**src/rtl/video_pkg.sv**
```systemverilog
// Shared palette constants and index helpers used by the palette lookup
// and its storage.
package video_pkg;

  localparam int PAL_DEPTH = 32;
  localparam int PAL_AW    = 5;
  localparam int ENTRY_W   = 6;

  localparam logic [ENTRY_W-1:0] GREY_MASK = 6'h30;
  localparam logic [ENTRY_W-1:0] FULL_MASK = 6'h3F;
  localparam logic [5:0]         PAL_PAGE  = 6'h3F;

  // Sprite backdrop slots 0x10/14/18/1C alias the background backdrop slots.
  function automatic logic [PAL_AW-1:0] mirror_index(input logic [PAL_AW-1:0] idx);
    if (idx[4] && (idx[1:0] == 2'b00)) mirror_index = {1'b0, idx[3:0]};
    else                               mirror_index = idx;
  endfunction

  function automatic logic [ENTRY_W-1:0] apply_grey(input logic [ENTRY_W-1:0] entry,
                                                    input logic grey);
    apply_grey = entry & (grey ? GREY_MASK : FULL_MASK);
  endfunction

endpackage

```
**src/rtl/video_palette_ram.sv**
```systemverilog
// 32x6 palette storage: one write port, two registered read-first read
// ports, synchronous clear that wins over a same-cycle write.
module video_palette_ram
  import video_pkg::*;
(
  input  logic               clk,
  input  logic               clear,
  input  logic               wr_en,
  input  logic [PAL_AW-1:0]  wr_addr,
  input  logic [ENTRY_W-1:0] wr_data,
  input  logic               rd_a_en,
  input  logic [PAL_AW-1:0]  rd_a_addr,
  output logic [ENTRY_W-1:0] rd_a_data,
  input  logic               rd_b_en,
  input  logic [PAL_AW-1:0]  rd_b_addr,
  output logic [ENTRY_W-1:0] rd_b_data
);

  logic [ENTRY_W-1:0] mem [PAL_DEPTH];

  // Reads sample mem before the write lands, so a same-edge write is unseen.
  always_ff @(posedge clk) begin
    if (clear) begin
      for (int i = 0; i < PAL_DEPTH; i++) mem[i] <= '0;
      rd_a_data <= '0;
      rd_b_data <= '0;
    end else begin
      if (wr_en)   mem[wr_addr] <= wr_data;
      if (rd_a_en) rd_a_data    <= mem[rd_a_addr];
      if (rd_b_en) rd_b_data    <= mem[rd_b_addr];
    end
  end

endmodule

```
**src/rtl/video_palette.sv**
```systemverilog
// Pixel palette lookup: picks bg/sprite index by opacity and priority,
// resolves it through the palette RAM and applies greyscale/emphasis.
module video_palette
  import video_pkg::*;
(
  input  logic        I_clock,
  input  logic        I_reset,
  input  logic        I_pix_valid,
  input  logic [3:0]  I_bg_color,
  input  logic [3:0]  I_spr_color,
  input  logic        I_spr_behind,
  input  logic [7:0]  I_ppumask,
  input  logic [13:0] I_vram_addr,
  input  logic        I_pal_wr,
  input  logic        I_pal_rd,
  input  logic [7:0]  I_pal_data,
  output logic [7:0]  O_pal_data,
  output logic        O_pix_valid,
  output logic [5:0]  O_color,
  output logic [2:0]  O_emphasis
);

  // Handshake: I_pix_valid marks one pixel per cycle with no backpressure;
  // the matching O_pix_valid appears two rising edges later, and O_color /
  // O_emphasis keep their last value whenever O_pix_valid is low.

  logic              bg_opaque;
  logic              spr_opaque;
  logic [PAL_AW-1:0] pix_idx;
  logic [PAL_AW-1:0] cpu_idx;

  logic              s1_valid;
  logic [PAL_AW-1:0] s1_idx;
  logic [7:0]        s1_mask;
  logic              s2_valid;
  logic [7:0]        s2_mask;
  logic [ENTRY_W-1:0] s2_entry;
  logic              cpu_grey;
  logic [ENTRY_W-1:0] cpu_entry;

  always_comb begin
    bg_opaque  = I_ppumask[3] && (I_bg_color[1:0] != 2'b00);
    spr_opaque = I_ppumask[4] && (I_spr_color[1:0] != 2'b00);
    pix_idx    = '0;
    if ((I_ppumask[4:3] == 2'b00) && (I_vram_addr[13:8] == PAL_PAGE)) begin
      pix_idx = I_vram_addr[4:0];
    end else if (bg_opaque && spr_opaque) begin
      pix_idx = I_spr_behind ? {1'b0, I_bg_color} : {1'b1, I_spr_color};
    end else if (bg_opaque) begin
      pix_idx = {1'b0, I_bg_color};
    end else if (spr_opaque) begin
      pix_idx = {1'b1, I_spr_color};
    end
  end

  assign cpu_idx = mirror_index(I_vram_addr[4:0]);

  // The mask travels with its pixel so a mid-stream PPUMASK write only
  // affects pixels sampled at or after that edge.
  always_ff @(posedge I_clock) begin
    if (I_reset) begin
      s1_valid <= 1'b0;
      s1_idx   <= '0;
      s1_mask  <= '0;
      s2_valid <= 1'b0;
      s2_mask  <= '0;
      cpu_grey <= 1'b0;
    end else begin
      s1_valid <= I_pix_valid;
      if (I_pix_valid) begin
        s1_idx  <= mirror_index(pix_idx);
        s1_mask <= I_ppumask;
      end
      s2_valid <= s1_valid;
      if (s1_valid) s2_mask <= s1_mask;
      if (I_pal_rd) cpu_grey <= I_ppumask[0];
    end
  end

  video_palette_ram u_ram (
    .clk       (I_clock),
    .clear     (I_reset),
    .wr_en     (I_pal_wr),
    .wr_addr   (cpu_idx),
    .wr_data   (I_pal_data[5:0]),
    .rd_a_en   (s1_valid),
    .rd_a_addr (s1_idx),
    .rd_a_data (s2_entry),
    .rd_b_en   (I_pal_rd),
    .rd_b_addr (cpu_idx),
    .rd_b_data (cpu_entry)
  );

  assign O_pix_valid = s2_valid;
  assign O_color     = apply_grey(s2_entry, s2_mask[0]);
  assign O_emphasis  = s2_mask[7:5];
  assign O_pal_data  = {2'b00, apply_grey(cpu_entry, cpu_grey)};

  logic unused_bits;
  assign unused_bits = ^{I_vram_addr[7:5], I_pal_data[7:6], s2_mask[4:1]};

endmodule

```
**config.mk**
```make
export PLATFORM = sky130hd
export DESIGN_NAME = video_palette
export DESIGN_NICKNAME = d
export VERILOG_FILES = /design/src/rtl/video_pkg.sv /design/src/rtl/video_palette_ram.sv /design/src/rtl/video_palette.sv
export SDC_FILE = /design/constraint.sdc
export NUM_CORES = 1
export LEC_CHECK = 0
export CORE_ASPECT_RATIO = 0.75
export CORE_MARGIN = 3
export CORE_UTILIZATION = 55
export CTS_CLUSTER_DIAMETER = 100
export CTS_CLUSTER_SIZE = 8
export DETAILED_ROUTE_END_ITERATION = 12
export PLACE_DENSITY = 0.77
export SYNTH_ARGS = -nofsm -noshare
export SYNTH_HDL_FRONTEND = slang
export SYNTH_SLANG_ARGS = --single-unit
export TNS_END_PERCENT = 10
```
**constraint.sdc**
```tcl
create_clock -name I_clock -period 1.9 [get_ports I_clock]
set_clock_uncertainty 0.05 [all_clocks]
set_input_delay 0.285 -clock I_clock [delete_from_list [all_inputs] [get_ports I_clock]]
set_output_delay 0.285 -clock I_clock [all_outputs]
set_load 0.1 [all_outputs]
```
# Word-level counts from Yosys, hierarchy flattened
# Memories as Yosys holds them, arrays and structs flattened. A register that Yosys moved wholly into a read port is not among the register bits.
# Index checks and enable logic that the tools add are counted.
# Widths: inputs -> output; s select.
# totals
word_cells	39
memories	1
ram_bits	192
register_bits	24
# op_classes
n_eq_ne	1
n_bitwise	2
n_reduce_logical	12
muxes	17
# mem_list
name	depth	word_bits	rd	rd_clocked_by_memory_dff	wr	line_no	text
u_ram.mem	32	6	2	2	32	video_palette_ram.sv:19	logic [ENTRY_W-1:0] mem [PAL_DEPTH];
# ops
op	n
$mux 5	8
$and 6x6->6	2
$mux 4	2
$eq 6x6->1 const B	1
$logic_and 1x1->1	6
$logic_not 2->1	3
$mux 1	6
$mux 6	1
$reduce_or 6->1	1
$reduce_bool 2->1	2

# Longest topological paths before layout
# Gate-level depths: netlist of the first run.
# depth
ltp_word	9
mapped_depth	8
mapped_depth_nobuf	5

# Modules after synthesis
# A second synthesis of the first run with hierarchy kept.
# unflattened
cells_unflattened	1034
hier_area_um2	12228.0
# by_module_without_submodules
mod	seq_area_each_um2	instances	area_each_um2	cells_per_inst
video_palette_ram	6005.8	1	11350.9	936
video_palette	320.3	1	877.1	98

# Worst setup path before layout of the first run
# No wires, ideal clock.
# synth_timing
path_kind	input to register
start	input port I_vram_addr[1]
end	memory u_ram.mem[17][0], enable pin
n_path_buf	3
cell_stages	6
slack_ns	-0.127
setup_ns	0.304
arrival_ns	1.673
path_cell_list	buf_2 buf_4 buf_2 nand3b_1 nor3_1 or2_2
# synth_rtl
item	line_no	text
from (decl)	video_palette.sv:13	input logic [13:0] I_vram_addr,
to (decl)	video_palette_ram.sv:19	

==> metrics.txt, run 1 <==
CTS sink cnt=220; final-stage net count=1169; Cell variety after synth=50; commonest non-fill, non-tap cell in the layout=edfxtp_1; Initial Utilization=57.00%; Slew headroom=59.07%; Max VDD drop=712.8 uV; FMAX=466.1 MHz; routed length per instance=23.74 microns; CTS root buf=clkbuf_16; Gate Count Post-Synth=939; kind of critical path=reg2reg; Die H=132.4 microns; core area=20550 sq um; final critical-path required period=2.145 ns; ANT cells=0; Row Count=45; routed wire length=33690 microns; part of the Yosys area used for sequential elements=54.01%; EDFF count, synth=192; IO Port Bufs=52; outcome=finished with violations; clk buf depth=3; Avg Vias per Cell=6.106; GPL Wtd Cong=0.9745; Tightest Hold Check Type=in2reg; First-pass DRT Iterations=5; async set-reset flop share out of synthesis=0%; Worst-Skew Late Latency=0.54 ns; final period utilization=112.9%; Ports=62; Die Width=174.5 microns; Crit path required time=2.30 ns; Final Cell Area=14740 sq um; power per cell area=864.4 nW/um^2; # setup viols final=6; pin count of the biggest net entering global routing=81; DP Area=13690 sq um; Max Slew Vio Count=0; antenna violations before repair=0; vias in the first global route=8641; post-route ant nets=0; CTS H-Tree Depth=1; crit path DAT=2.55 ns; synthesized area per cell=12.47 sq um; Yosys reg bits=220; grt ovf=0; ys flop type=edfxtp_1; CTS tree=done; global-route wire length before repair=51690 microns; via count=8664; CTS clk-pin slew, worst paths=0.05 ns; share of cells above drive strength 1=29.02%; Setup TNS Final=-1.325 ns; CP max FO=15; violated checks=setup timing; mapped cell area=11710 sq um; Warnings, synthesis=0; worst slew pin tran=0.5984 ns; Fin. Hold Viols=0; CP startpoint kind=flop; max_cap viols=0; Leak Pwr=0.005480 uW; area grow syn2layout=25.85%; unrepaired setup endpoints after global routing=true; DR iter-0 viols=1048; CTS hold repair buffers=0; die area=23100 sq um; Post-DP HPWL=23470 microns; most frequent cells in the layout=edfxtp_1 (192), and2_1 (170), buf_4 (140); Num CTS Buffers=31; GRT Resource Usage Total=29.30%; residual DRC count=0; final setup margin=-0.2454 ns; Setup crit end kind=flop
[cell usage after synthesis, drive strengths merged (12+ instances only)]
master,number,area share [%]
mux4,23,4.4
dfxtp,28,4.8
nor2b,14,0.75
a21oi,27,1.2
a221oi,21,1.6
and2,170,9.1
buf,42,3.0
or2,29,1.5
mux2i,110,9.4
a22oi,53,3.7
nor2,50,1.6
mux2,28,2.7
a211oi,12,1.0
edfxtp,192,49
nand2,16,0.51
clkbuf,40,1.3
nor3,20,0.85
[layout make-up]
| cell class | instances | area (sq um) |
|---|---|---|
| timing repair buffer | 210 | 2068 |
| fill | 1428 | 5809 |
| tap | 282 | 352.8 |
| inverter | 9 | 33.78 |
| clock buffer | 44 | 824.5 |
| clock inverter | 1 | 30.03 |
| multi-input combinational | 653 | 5101 |
| sequential | 220 | 6331 |
[worst paths after layout]
| path | cells past startpoint | start | endpoint | slack (ns) |
|---|---|---|---|---|
| max reg2reg | 8 | s1_idx[0] | u_ram.rd_a_data[0] | -0.25 |
| max | 8 | s1_idx[0] | u_ram.rd_a_data[0] | -0.25 |
| min reg2reg | 2 | s1_mask[5] | s1_mask[5] | 0.44 |
| min | 3 | I_reset | s1_valid | 0.28 |
[flip-flops by register name, summed over array words and instances (netlist names)]
name / cells
s1_mask: 4
cpu_grey: 1
s2_mask: 4
O_pix_valid: 1
u_ram.rd_a_data: 6
s1_valid: 1
u_ram.rd_b_data: 6
s1_idx: 5
u_ram.mem: 192
[critical path, cell delays in order (launching register included)]
cell and delay (ns):
dfxtp_4 0.36, buf_12 0.16, buf_4 0.17, mux2i_1 0.15, a22oi_1 0.16, buf_4 0.16, a21oi_1 0.06, or4_4 0.55
a211oi_2 0.22
[report_power, final]
part	leakage [uW]	switching (uW)	total, uW	internal (uW)
Clock	0.000412	1890	4950	3060
Combinational	0.00300	1140	2050	903
Sequential	0.00206	193	5740	5550
Total	0.00548	3230	12700	9520
[through the flow]
stage	total power, uW	hold slack, ns	worst slack, ns	util, %	instances
after floorplan	6893	0.3803	-0.1027	-	964
after global placement	7687	0.4223	-0.3892	66.62	1367
after detailed placement	7732	0.4284	-0.3841	66.62	1367
after CTS	12730	0.2459	-0.2272	71.54	1419
after global routing	13150	0.2984	-0.3169	71.73	1419
final	12740	0.2781	-0.2454	71.73	1419
[logic make-up after synthesis]
kind of cell	after synthesis	share of synthesized area, %
AO/OA/AOI/OAI	142	9.197
other	1	0.03201
flip-flops	220	54.01
multiplexers	161	16.51
buffers and inverters	91	4.540
AND/OR/NAND/NOR	324	15.71
[metal layers]
layer  up-vias  global-route usage [%]  share of wire (%)  wire length [microns]
met5         -                       0                  0                      0
met4         0                   7.617                2.5                    848
met3        63                   6.189                 12                   3928
met2       544                   43.49                 43                  14640
met1      4212                   44.22                 42                  14270
li1       3845                       -                  -                      -
[repair_timing]
item                       CTS  global route
resized for setup           21             9
setup endpoints to repair    6             9
setup buffers                7             0
pin swaps                    4             5
gates cloned                 0             0
Note: power is estimated with default switching activity, not from simulation.
==> run 2, diff against run 1 <==
--- a/config.mk
+++ b/config.mk
@@ -7,11 +7,11 @@
 export LEC_CHECK = 0
 export CORE_ASPECT_RATIO = 0.75
 export CORE_MARGIN = 3
-export CORE_UTILIZATION = 55
+export CORE_UTILIZATION = 61
 export CTS_CLUSTER_DIAMETER = 100
 export CTS_CLUSTER_SIZE = 8
 export DETAILED_ROUTE_END_ITERATION = 12
-export PLACE_DENSITY = 0.77
+export PLACE_DENSITY = 0.81
 export SYNTH_ARGS = -nofsm -noshare
 export SYNTH_HDL_FRONTEND = slang
 export SYNTH_SLANG_ARGS = --single-unit
==> constraint.sdc (replaced) <==
create_clock -name I_clock -period 2.4 [get_ports I_clock]
set_clock_uncertainty 0.05 [all_clocks]
set_input_delay 0.36 -clock I_clock [delete_from_list [all_inputs] [get_ports I_clock]]
set_output_delay 0.36 -clock I_clock [all_outputs]
set_load 0.1 [all_outputs]
==> run 2 against run 1 <==
- wire length decreased by 6.0%
- the flow now finishes without violations
- clock power shrank 19%
- setup slack better by 0.33 ns
- global-route usage rose by 0.73 points
==> metrics.txt, run 2 (synthesis gave the netlist of run 1 again) <==
outcome=complete, no violations (was finished with violations); global-route wire length before repair=48250 microns (was 51690 microns); Tightest Hold Check Type=in2reg (unchanged); post-route ant nets=0 (unchanged); Worst-Skew Late Latency=0.54 ns (about the same); DR iter-0 viols=1277 (was 1048); CTS-repair resized insts=0 (was 21); GPL Wtd Cong=1.019 (was 0.9745); FMAX=432.2 MHz (was 466.1 MHz); Pint=7380 uW (was 9517 uW); max_cap viols=0 (unchanged); Setup crit end kind=flop (unchanged); First-pass DRT Iterations=6 (was 5); Max VDD drop=686.4 uV (was 712.8 uV); final-stage net count=1096 (was 1169); Top Registers=u_ram.mem: 192 flops, u_ram.rd_a_data: 6 flops, u_ram.rd_b_data: 6 flops (unchanged); Num CTS Buffers=31 (unchanged); crit path DAT=2.72 ns (was 2.55 ns); Row Count=43 (was 45); # setup viols final=0 (was 6); CTS hold repair buffers=0 (unchanged); Clk network pwr share=40.5% (was 38.9%); final period utilization=96.41% (was 112.9%); Fin. Hold Viols=0 (unchanged); worst slew pin tran=0.7854 ns (was 0.5984 ns); most frequent CP cell=buf_4 (unchanged); kind of critical path=reg2reg (unchanged); CTS tree=done (unchanged); residual DRC count=0 (unchanged); Post-DP HPWL=21550 microns (was 23470 microns); CP cell instances=buf_4, nor2_1, buf_4, a22oi_1, a21oi_1, or4_1, a211oi_2 (was buf_12, buf_4, mux2i_1, a22oi_1, buf_4, a21oi_1, or4_4, a211oi_2); CP startpoint kind=flop (unchanged); Leak Pwr=0.005027 uW (was 0.005480 uW); grt ovf=0 (unchanged); Post-Layout Cell Count=1324 (was 1419); power per cell area=719.4 nW/um^2 (was 864.4 nW/um^2); pin count of the biggest net entering global routing=59 (was 81); routed length per instance=23.92 microns (was 23.74 microns); area grow syn2layout=17.43% (was 25.85%); # Post-CTS Setup Buffers=0 (was 7); max reg flops=192 (unchanged); unrepaired setup endpoints after global routing=false (was true); register share of total power=45.9% (was 45.1%); Biggest register=u_ram.mem (unchanged); CTS H-Tree Depth=1 (unchanged); Ports=62 (unchanged); switch share=25.42% (was 25.32%); Die H=126.0 microns (was 132.4 microns); core area=18670 sq um (was 20550 sq um); routed wire length=31670 microns (was 33690 microns); clk buf depth=3 (unchanged); Sw Pwr=2516 uW (was 3226 uW); CP max FO=23 (was 15); antenna violations before repair=0 (unchanged); Comb pwr share=13.6% (was 16.1%); CTS root buf=clkbuf_16 (unchanged); Initial Utilization=62.74% (was 57.00%); Inst Count DP=1266 (was 1367); share of cells above drive strength 1=20.72% (was 29.02%); Max stage delay on crit path=0.55 ns (about the same); CTS clk-pin slew, worst paths=0.05 ns (about the same); Slew headroom=47.57% (was 59.07%); CTS sink cnt=220 (unchanged); Setup TNS Final=0 ns (was -1.325 ns); Avg Vias per Cell=6.378 (was 6.106); commonest non-fill, non-tap cell in the layout=edfxtp_1 (unchanged); die area=20920 sq um (was 23100 sq um); vias in the first global route=8137 (was 8641); Max Slew Vio Count=0 (unchanged); Crit path required time=2.81 ns (was 2.30 ns); GRT Resource Usage Total=30.02% (was 29.30%); via count=8444 (was 8664); IO Port Bufs=52 (unchanged); most frequent cells in the layout=edfxtp_1 (192), and2_1 (170), mux2i_1 (110) (was edfxtp_1 (192), and2_1 (170), buf_4 (140)); Die Width=166.0 microns (was 174.5 microns); final critical-path required period=2.314 ns (was 2.145 ns); Slowest cell on crit path=or4_1 (was or4_4)
-- run 2: cell count changes in the layout (fill, tap and decap cells not counted), sizes merged --
cell    previous run  this run
clkbuf            44        57
bufinv             1         0
diode              0         1
buf              177       104
-- run 2: worst max-delay path: cells and delay by family (launching register included) --
family          cells  cell delay (ns)
simple gates        2             0.60
compound gates      3             0.69
flops               1             0.50
buf+inv             2             0.39
-- run 2: final cells by class --
cell class,count,area (sq um)
fill,1228,4913
tap,247,309.0
antenna,1,2.502
sequential,220,6330
clock buffer,57,894.6
multi-input combinational,653,4957
inverter,9,33.78
timing repair buffer,137,1229
-- run 2: per-stage QoR --
stage	cell area [sq um]	hold WS (ns)	setup WS, ns	power [uW]	utilization [%]
final	13760	0.3361	0.08606	9896	73.68
after global routing	13750	0.3507	0.02282	10180	73.67
after CTS	13750	0.3091	0.02646	9890	73.64
after detailed placement	12850	0.4215	-0.01842	5907	68.85
after global placement	12850	0.4144	0.01014	5878	68.85
after floorplan	11810	0.3992	0.2985	5454	-
-- run 2: layer usage --
metal | up-vias | share of wire [%] | wire, microns | track usage, %
met4 | 0 | 3.8 | 1190 | 9.682
li1 | 3718 | - | - | -
met2 | 589 | 43 | 13470 | 44.16
met5 | - | 0 | 0 | 0
met3 | 87 | 13 | 4181 | 8.001
met1 | 4050 | 41 | 12830 | 44.04
-- run 2: power groups by stage --
stage | sequential, uW | clock [uW] | combinational [uW]
6_report | 4550 | 4010 | 1340
5_1_grt | 4560 | 4210 | 1420
4_1_cts | 4530 | 4040 | 1320
3_5_place_dp | 4600 | 0 | 1300
3_3_place_gp | 4590 | 0 | 1290
2_1_floorplan | 4530 | 0 | 921
-- run 2: path summary, 6_finish.rpt --
kind / startpoint / slack [ns] / cells past startpoint / end
max: s1_idx[1] / 0.09 / 7 / u_ram.rd_a_data[3]
min: I_vram_addr[0] / 0.34 / 4 / s1_idx[0]
max reg2reg: s1_idx[1] / 0.09 / 7 / u_ram.rd_a_data[3]
min reg2reg: u_ram.rd_b_data[1] / 0.43 / 2 / u_ram.rd_b_data[1]
==> run 3, diff against run 2 <==
--- a/config.mk
+++ b/config.mk
@@ -12,6 +12,7 @@
 export CTS_CLUSTER_SIZE = 8
 export DETAILED_ROUTE_END_ITERATION = 12
 export PLACE_DENSITY = 0.81
+export SKIP_LAST_GASP = 1
 export SYNTH_ARGS = -nofsm -noshare
 export SYNTH_HDL_FRONTEND = slang
 export SYNTH_SLANG_ARGS = --single-unit
==> results of run 3 <==
The final DEF is identical to that of run 2; final timing and power are the same.
